`config.mk`:
```
export PLATFORM = sky130hd
export DESIGN_NAME = result_drain_flat
export DESIGN_NICKNAME = d
export VERILOG_FILES = /design/src/rtl/result_drain_pkg.sv /design/src/rtl/result_drain_if.sv /design/src/rtl/result_buf.sv /design/src/rtl/result_drain.sv /design/src/flat_wrapper.sv
export SDC_FILE = /design/constraint.sdc
export NUM_CORES = 2
export LEC_CHECK = 0
export BUFFER_PORTS_ARGS = -buffer_cell sky130_fd_sc_hd__clkbuf_2
export CAP_MARGIN = 20
export CORE_ASPECT_RATIO = 0.75
export CORE_MARGIN = 2
export CORE_UTILIZATION = 35
export DETAILED_ROUTE_END_ITERATION = 8
export MAX_ROUTING_LAYER = met4
export RECOVER_POWER = 100
export SETUP_SLACK_MARGIN = 0.2
export SLEW_MARGIN = 20
export SYNTH_ARGS = -nofsm -noshare
export SYNTH_HDL_FRONTEND = slang
export SYNTH_SLANG_ARGS = --single-unit
export TNS_END_PERCENT = 100
```
`constraint.sdc`:
```
create_clock -name clk -period 3.9 [get_ports clk]
set_input_delay 0.585 -clock clk [delete_from_list [all_inputs] [get_ports clk]]
set_output_delay 0.585 -clock clk [all_outputs]
set_load 0.01 [all_outputs]
```
`src/rtl/result_drain_pkg.sv`:
```
// Shared sizing defaults and FSM state encoding for the result drain block.
// Imported by the interface, the storage sub-module and the top.
package result_drain_pkg;

  localparam int OUT_WIDTH_DEF  = 16;
  localparam int ROW_A_DEF      = 4;
  localparam int ADDR_WIDTH_DEF = 8;
  localparam int RES_DEPTH_DEF  = 16;

  typedef enum logic [1:0] {
    ST_IDLE  = 2'd0,
    ST_FETCH = 2'd1,
    ST_SEND  = 2'd2
  } drain_state_t;

  // Index width for n items; never narrower than one bit.
  function automatic int idx_bits(input int n);
    return (n > 1) ? $clog2(n) : 1;
  endfunction

endpackage

```
`src/rtl/result_drain_if.sv`:
```
// Element stream carrying drained results: valid/ready handshake with a last marker.
// The producer drives s_valid/s_data/s_last and holds them while s_ready is low.
interface result_drain_if
  import result_drain_pkg::*;
#(
  parameter int OUT_WIDTH = OUT_WIDTH_DEF
) ();

  logic                 s_valid;
  logic [OUT_WIDTH-1:0] s_data;
  logic                 s_last;
  logic                 s_ready;

  modport master (
    output s_valid,
    output s_data,
    output s_last,
    input  s_ready
  );

  modport slave (
    input  s_valid,
    input  s_data,
    input  s_last,
    output s_ready
  );

endinterface

```
`src/rtl/result_buf.sv`:
```
// Result word storage: one write port, one registered read port, contents never reset.
// Read latency 1 cycle; a same-cycle write to the read address returns the old word.
module result_buf
  import result_drain_pkg::*;
#(
  parameter int WORD_W = OUT_WIDTH_DEF * ROW_A_DEF,
  parameter int DEPTH  = RES_DEPTH_DEF,
  parameter int AW     = idx_bits(RES_DEPTH_DEF)
) (
  input  logic              clk,
  input  logic              wr_en,
  input  logic [AW-1:0]     wr_addr,
  input  logic [WORD_W-1:0] wr_data,
  input  logic              rd_en,
  input  logic [AW-1:0]     rd_addr,
  output logic [WORD_W-1:0] rd_data
);

  logic [WORD_W-1:0] mem [DEPTH];

  always_ff @(posedge clk) begin
    if (wr_en) begin
      mem[wr_addr] <= wr_data;
    end
    if (rd_en) begin
      rd_data <= mem[rd_addr];
    end
  end

endmodule

```
`src/rtl/result_drain.sv`:
```
// Stores result words from the compute engine and streams words 0..len-1 lane by lane.
// First element 2 cycles after drain_start; one element per handshake, held stable while s_ready is low.
module result_drain
  import result_drain_pkg::*;
#(
  parameter int OUT_WIDTH  = OUT_WIDTH_DEF,
  parameter int ROW_A      = ROW_A_DEF,
  parameter int ADDR_WIDTH = ADDR_WIDTH_DEF,
  parameter int RES_DEPTH  = RES_DEPTH_DEF
) (
  input  logic                          clk,
  input  logic                          reset,
  input  logic                          deload_out,
  input  logic [ADDR_WIDTH-1:0]         addr_res,
  input  logic [OUT_WIDTH*ROW_A-1:0]    out,
  input  logic                          drain_start,
  input  logic [$clog2(RES_DEPTH):0]    drain_len,
  result_drain_if.master                strm,
  output logic                          busy,
  output logic [$clog2(RES_DEPTH):0]    wr_count,
  output logic                          addr_err
);

  localparam int WORD_W = OUT_WIDTH * ROW_A;
  localparam int LEN_W  = $clog2(RES_DEPTH) + 1;
  localparam int PTR_W  = idx_bits(RES_DEPTH);
  localparam int LANE_W = idx_bits(ROW_A);

  localparam logic [LEN_W-1:0]      DEPTH_L   = LEN_W'(RES_DEPTH);
  localparam logic [ADDR_WIDTH:0]   DEPTH_A   = (ADDR_WIDTH + 1)'(RES_DEPTH);
  localparam logic [LANE_W-1:0]     LAST_LANE = LANE_W'(ROW_A - 1);

  drain_state_t        state;
  drain_state_t        state_nxt;

  logic [LEN_W-1:0]    word_ptr;
  logic [LEN_W-1:0]    len_q;
  logic [LANE_W-1:0]   lane_cnt;
  logic [WORD_W-1:0]   lanes;
  logic [WORD_W-1:0]   rd_data;

  logic                wr_ok;
  logic                start_ok;
  logic                hs;
  logic                lane_end;
  logic                word_end;
  logic                next_word;
  logic                rd_en;
  logic [PTR_W-1:0]    rd_addr;

  assign wr_ok     = deload_out && ({1'b0, addr_res} < DEPTH_A);
  assign hs        = strm.s_valid && strm.s_ready;
  assign lane_end  = (lane_cnt == LAST_LANE);
  assign word_end  = (word_ptr == (len_q - LEN_W'(1)));
  assign next_word = hs && lane_end && !word_end;

  assign strm.s_valid = (state == ST_SEND);
  assign strm.s_data  = lanes[OUT_WIDTH-1:0];
  assign strm.s_last  = (state == ST_SEND) && lane_end && word_end;
  assign busy         = (state != ST_IDLE);

  result_buf #(
    .WORD_W (WORD_W),
    .DEPTH  (RES_DEPTH),
    .AW     (PTR_W)
  ) u_buf (
    .clk     (clk),
    .wr_en   (wr_ok),
    .wr_addr (PTR_W'(addr_res)),
    .wr_data (out),
    .rd_en   (rd_en),
    .rd_addr (rd_addr),
    .rd_data (rd_data)
  );

  always_ff @(posedge clk or negedge reset) begin
    if (!reset) begin
      state <= ST_IDLE;
    end else begin
      state <= state_nxt;
    end
  end

  // The read is launched one cycle ahead so the word is waiting when FETCH loads the lanes.
  always_comb begin
    state_nxt = state;
    start_ok  = 1'b0;
    rd_en     = 1'b0;
    rd_addr   = '0;
    case (state)
      ST_IDLE: begin
        if (drain_start && (drain_len != '0)) begin
          start_ok  = 1'b1;
          rd_en     = 1'b1;
          state_nxt = ST_FETCH;
        end
      end
      ST_FETCH: begin
        state_nxt = ST_SEND;
      end
      ST_SEND: begin
        if (hs && lane_end) begin
          if (word_end) begin
            state_nxt = ST_IDLE;
          end else begin
            rd_en     = 1'b1;
            rd_addr   = PTR_W'(word_ptr + LEN_W'(1));
            state_nxt = ST_FETCH;
          end
        end
      end
      default: begin
        state_nxt = ST_IDLE;
      end
    endcase
  end

  always_ff @(posedge clk or negedge reset) begin
    if (!reset) begin
      word_ptr <= '0;
      len_q    <= '0;
      lane_cnt <= '0;
      lanes    <= '0;
    end else begin
      if (start_ok) begin
        word_ptr <= '0;
        len_q    <= (drain_len > DEPTH_L) ? DEPTH_L : drain_len;
      end else if (next_word) begin
        word_ptr <= word_ptr + LEN_W'(1);
      end

      if (state == ST_FETCH) begin
        lanes    <= rd_data;
        lane_cnt <= '0;
      end else if (hs) begin
        lanes    <= lanes >> OUT_WIDTH;
        lane_cnt <= lane_cnt + LANE_W'(1);
      end
    end
  end

  // A write landing in the same cycle as an accepted start is the first of the new count.
  always_ff @(posedge clk or negedge reset) begin
    if (!reset) begin
      wr_count <= '0;
      addr_err <= 1'b0;
    end else begin
      if (start_ok) begin
        wr_count <= wr_ok ? LEN_W'(1) : '0;
      end else if (wr_ok && (wr_count != DEPTH_L)) begin
        wr_count <= wr_count + LEN_W'(1);
      end

      if (deload_out && !wr_ok) begin
        addr_err <= 1'b1;
      end
    end
  end

endmodule

```
`src/flat_wrapper.sv`:
```
// flat-port wrapper written by rule: the top's interface ports become plain ports
module result_drain_flat import result_drain_pkg::*;
#(
  parameter int OUT_WIDTH  = OUT_WIDTH_DEF,
  parameter int ROW_A      = ROW_A_DEF,
  parameter int ADDR_WIDTH = ADDR_WIDTH_DEF,
  parameter int RES_DEPTH  = RES_DEPTH_DEF
)
  (clk, reset, deload_out, addr_res, out, drain_start, drain_len, busy, wr_count, addr_err, strm_s_valid, strm_s_data, strm_s_last, strm_s_ready);
  result_drain_if #(.OUT_WIDTH(OUT_WIDTH)) strm_i ();
  input  logic clk;
  input  logic reset;
  input  logic deload_out;
  input  logic [ADDR_WIDTH-1:0] addr_res;
  input  logic [OUT_WIDTH*ROW_A-1:0] out;
  input  logic drain_start;
  input  logic [$clog2(RES_DEPTH):0] drain_len;
  output logic busy;
  output logic [$clog2(RES_DEPTH):0] wr_count;
  output logic addr_err;
  output wire logic [$bits(strm_i.s_valid)-1:0] strm_s_valid;
  output wire logic [$bits(strm_i.s_data)-1:0] strm_s_data;
  output wire logic [$bits(strm_i.s_last)-1:0] strm_s_last;
  input wire logic [$bits(strm_i.s_ready)-1:0] strm_s_ready;
  assign strm_s_valid = strm_i.s_valid;
  assign strm_s_data = strm_i.s_data;
  assign strm_s_last = strm_i.s_last;
  assign strm_i.s_ready = strm_s_ready;
  result_drain #(.OUT_WIDTH(OUT_WIDTH), .ROW_A(ROW_A), .ADDR_WIDTH(ADDR_WIDTH), .RES_DEPTH(RES_DEPTH)) u_core (.clk(clk), .reset(reset), .deload_out(deload_out), .addr_res(addr_res), .out(out), .drain_start(drain_start), .drain_len(drain_len), .strm(strm_i), .busy(busy), .wr_count(wr_count), .addr_err(addr_err));
endmodule
```
==> results.sh <==
export IMPL_status="finished, violations left"
export IMPL_violations="max-capacitance violations, max-slew violations"
export IMPL_htreeDepth=3
export IMPL_max_freq_mhz=280.8
export IMPL_grt_met2_usage_pct=27.62
export IMPL_dp_cells=4582
export IMPL_hold_viol=0
export IMPL_hpwl_um=63190
export IMPL_min_from="drain_len[2]"
export IMPL_nNetsFinal=3038
export IMPL_pre_cts_ws_ns=0.5978
export IMPL_row_count=114
export IMPL_cts_tree="built"
export IMPL_cts_root_buf="clkbuf_16"
export IMPL_core_area_um2=128900
export IMPL_seqCellArea_um2=34780
export IMPL_grt_overflow=0
export IMPL_yosysUniqueCellTypes=55
export IMPL_rsz0062_at_grt="no"
export IMPL_power_switching_mw=7.226
export IMPL_netlist_area_um2=45510
export IMPL_antenna_found_initial=5
export IMPL_maxSlewViolCount=787
export IMPL_ys_async_sr_fraction_pct=7.167
export IMPL_seq_power_share_pct=52.4
export IMPL_grt_pass1_vias=25490
export IMPL_irDropWorstVdd_uv=351.6
export IMPL_ctsResizeCount=0
export IMPL_clock_path_buffers=3
export IMPL_finClkSkew_ns=0.02019
export IMPL_gp_congestion=0.7956
export IMPL_multi_input_area_um2=9721
export IMPL_muxShareOfSynthArea_pct=4.454
export IMPL_cp_end_kind="flop"
export IMPL_ys_seq_area_share_pct=76.41
export IMPL_instances_no_fill=4781
export IMPL_grt_pass1_wl_um=176500
export IMPL_grt_most_used_layer="met2"
export IMPL_path_class="reg -> reg"
export IMPL_insertion_delay_ns=0.71
export IMPL_switching_share_pct=25.79
export IMPL_dr_total_vias=26340
export IMPL_cts_setup_buffers=0
export IMPL_reg2reg_to="u_core.u_buf.rd_data[57]"
export IMPL_synth_compound_area_share_pct=12.39
export IMPL_firstDrtPassIters=5
export IMPL_min_period_ns=3.562
export IMPL_avgSynthCellArea_um2=15.82
export IMPL_grtUsageMet3_pct=3.796
export IMPL_hold_end="u_core.len_q[2]"
export IMPL_routed_via_density=5.509
export IMPL_grt_max_degree=120
export IMPL_routed_wirelength_um=121500
export IMPL_area_growth_pct=12.76
export IMPL_whs_path_depth=3
export IMPL_worst_pin_slew_ns=2.746
export IMPL_route_detailed_drc=0
export IMPL_crit_arrival_ns=3.94
export IMPL_finalSetupViolations=0
export IMPL_r2r_cells=8
export IMPL_drive_gt1_share_pct=9.207
export IMPL_cts_clk_slew_worst_paths_ns=0.06
export IMPL_ant_nets=0
export IMPL_grt_util_met1_pct=25.97
export IMPL_io_pins=107
export IMPL_synth_xor_area_share_pct=0.2310
export IMPL_required_ns=4.28
export IMPL_ys_warn_count=0
export IMPL_start_util_pct=35.29
export IMPL_synthSimpleGateAreaFrac_pct=4.003
export IMPL_clkPwrFrac_pct=36.2
export IMPL_drtIter0Drc=3223
export IMPL_final_setup_worst_slack_ns=0.3384
export IMPL_antenna_cells=0
export IMPL_max_slew_margin_rel_pct=-83.04
export IMPL_hp_class="in -> reg"
export IMPL_wl_per_cell_um=25.41
export IMPL_cts_sinks=1172
export IMPL_die_area_um2=132900
export IMPL_synth_seq_cells=1172
export IMPL_powerDensity_nw_per_um2=546.1
export IMPL_fin_crit_sh_pct=91.32
export IMPL_synth_fp_nets=2964
export IMPL_place_port_buffers=106
export IMPL_die_w_um=420.4
export IMPL_cap_violations=17
export IMPL_die_y_um=316.3
export IMPL_fillers=11880
export IMPL_synthCells=2877
export IMPL_synth_flop_cell="edfxtp_1"
export IMPL_synth_top_family_by_area="compound AO/OA/AOI/OAI gates"
export IMPL_rr_startpoint="u_core.len_q[0]"
export IMPL_p_int_mw=20.79
export IMPL_start_kind="flop"
export IMPL_synthAdderAreaFrac_pct=0.1375
export IMPL_fin_total_pwr_mw=28.02
export IMPL_grt_usage_pct=18.51
export IMPL_combPwrFrac_pct=11.4
export IMPL_power_leakage_nw=15.93
export IMPL_r2r_slack_ns=0.34
export IMPL_cp_max_fo=34
export IMPL_cts_buffers=106
export IMPL_synth_edff_count=1088
cell families (layout without fill, tap and decap cells):
group | Yosys count | count (layout)
buffers and inverters | 235 | 399
XOR/XNOR | 12 | 12
AO/OA/AOI/OAI | 829 | 829
AND/OR/NAND/NOR | 427 | 427
multiplexers | 197 | 197
adder cells (fa/ha/maj) | 5 | 5
flip-flops | 1172 | 1172
area by class of cell:
type                       instances  share of cell area (%)
inverter                           8                 0.06340
multi-input combinational       1470                   18.94
sequential                      1172                   67.78
clock inverter                    51                  0.8218
clock buffer                     147                   5.630
tap                             1740                   4.243
timing repair buffer             193                   2.519
stage by stage:
| stage | TNS (ns) | hold slack, ns | cell area, um^2 | util, % |
|---|---|---|---|---|
| finish | 0 | 0.1298 | 51310 | 39.79 |
| global route | 0 | 0.1060 | 51310 | 39.79 |
| CTS | 0 | 0.04074 | 51950 | 40.29 |
| detailed placement | 0 | 0.4542 | 48640 | 37.72 |
| global placement | 0 | 0.4504 | 48640 | 37.72 |
| floorplan | -560.05 | 0.2894 | 45540 | - |
worst max-delay path by stage:
stage | start | slack (ns) | to
final | u_core.len_q[0] | 0.34 | u_core.u_buf.rd_data[57]
after global routing | u_core.len_q[0] | 0.15 | u_core.u_buf.rd_data[56]
after CTS | u_core.len_q[0] | 0.33 | strm_s_last
after detailed placement | u_core.len_q[0] | 0.60 | u_core.u_buf.rd_data[21]
after global placement | u_core.len_q[0] | 0.64 | u_core.u_buf.rd_data[42]
after floorplan | addr_res[7] | -0.78 | u_core.u_buf.mem[8][0]
critical path, stage by stage, from the launching register on:
cell and delay, ns:
dfrtp_1 0.39, inv_1 0.07, ha_1 0.23, and3b_1 0.18, o21ai_0 0.16, a311o_1 0.62, nand3_1 0.44, nand2_1 0.75
buf_12 0.36
power groups by stage:
stage	Clock [mW]	Combinational [mW]	Sequential, mW
finish	10.1	3.19	14.7
global route	10.8	3.48	14.7
CTS	10.3	3.27	14.7
detailed placement	0	3.26	14.9
global placement	0	3.23	14.9
floorplan	0	2.10	14.7
per-layer routing:
metal	vias up	part of all wire [%]
li1	11520	-
met1	13560	44
met2	1084	46
met3	166	8.1
met4	0	1.9
met5	-	0
state kept, by name, summed over array words and instances (netlist names):
signal	count
u_core.u_buf.mem	1024
u_core.lanes	64
u_core.u_buf.rd_data	64
u_core.len_q	5
u_core.word_ptr	5
u_core.wr_count	5
u_core.lane_cnt	2
u_core.state	2
u_core.addr_err	1
synth_stat cells (all sizes together) (2+ instances only):
master / instances / area share, %
nor2: 119 / 0.98
o22ai: 16 / 0.22
inv: 8 / 0.066
nor3: 7 / 0.077
nand4: 7 / 0.096
edfxtp: 1088 / 72
a221o: 62 / 1.4
nand2: 193 / 1.6
dfrtp: 84 / 4.6
mux4: 4 / 0.20
and3: 3 / 0.041
a311o: 4 / 0.088
and4: 2 / 0.039
a221oi: 3 / 0.085
nand2b: 4 / 0.055
xnor2: 4 / 0.077
xor2: 8 / 0.15
clkbuf: 137 / 1.1
o211ai: 2 / 0.033
ha: 5 / 0.14
o32ai: 2 / 0.039
a31oi: 59 / 0.81
nand3: 65 / 0.71
nor2b: 9 / 0.12
buf: 90 / 1.2
a22o: 3 / 0.058
o31ai: 4 / 0.066
and2: 7 / 0.10
o21ai: 150 / 1.6
a22oi: 151 / 2.5
a211oi: 3 / 0.049
a311oi: 58 / 1.5
a21oi: 247 / 2.7
mux2i: 189 / 4.2
a31o: 59 / 1.1
mux2: 4 / 0.099
nand3b: 5 / 0.082
or3: 2 / 0.027
repair_timing:
item,CTS,global route
hold buffers,0,1
endpoints found under the setup margin,0,0
endpoints found under the hold margin,0,67
layout by cell type, fill, tap and decap left out, types with 5 or more instances in the layout:
cell	count
edfxtp_1	1088
a21oi_1	247
nand2_1	192
mux2i_1	189
a22oi_1	151
o21ai_0	150
clkbuf_1	134
nor2_1	111
clkbuf_16	108
dfrtp_1	83
nand3_1	64
a221o_1	62
a31oi_1	59
a31o_1	58
a311oi_1	47
clkbuf_2	38
buf_12	25
buf_4	25
clkinv_1	19
clkinv_2	18
o22ai_1	16
a311oi_2	11
nor2b_1	8
inv_1	7
xor2_1	7
nor2_4	7
nand4_1	7
nor3_1	5
nand3b_1	5
bufinv_16	5
(Power assumes the default switching activity.)
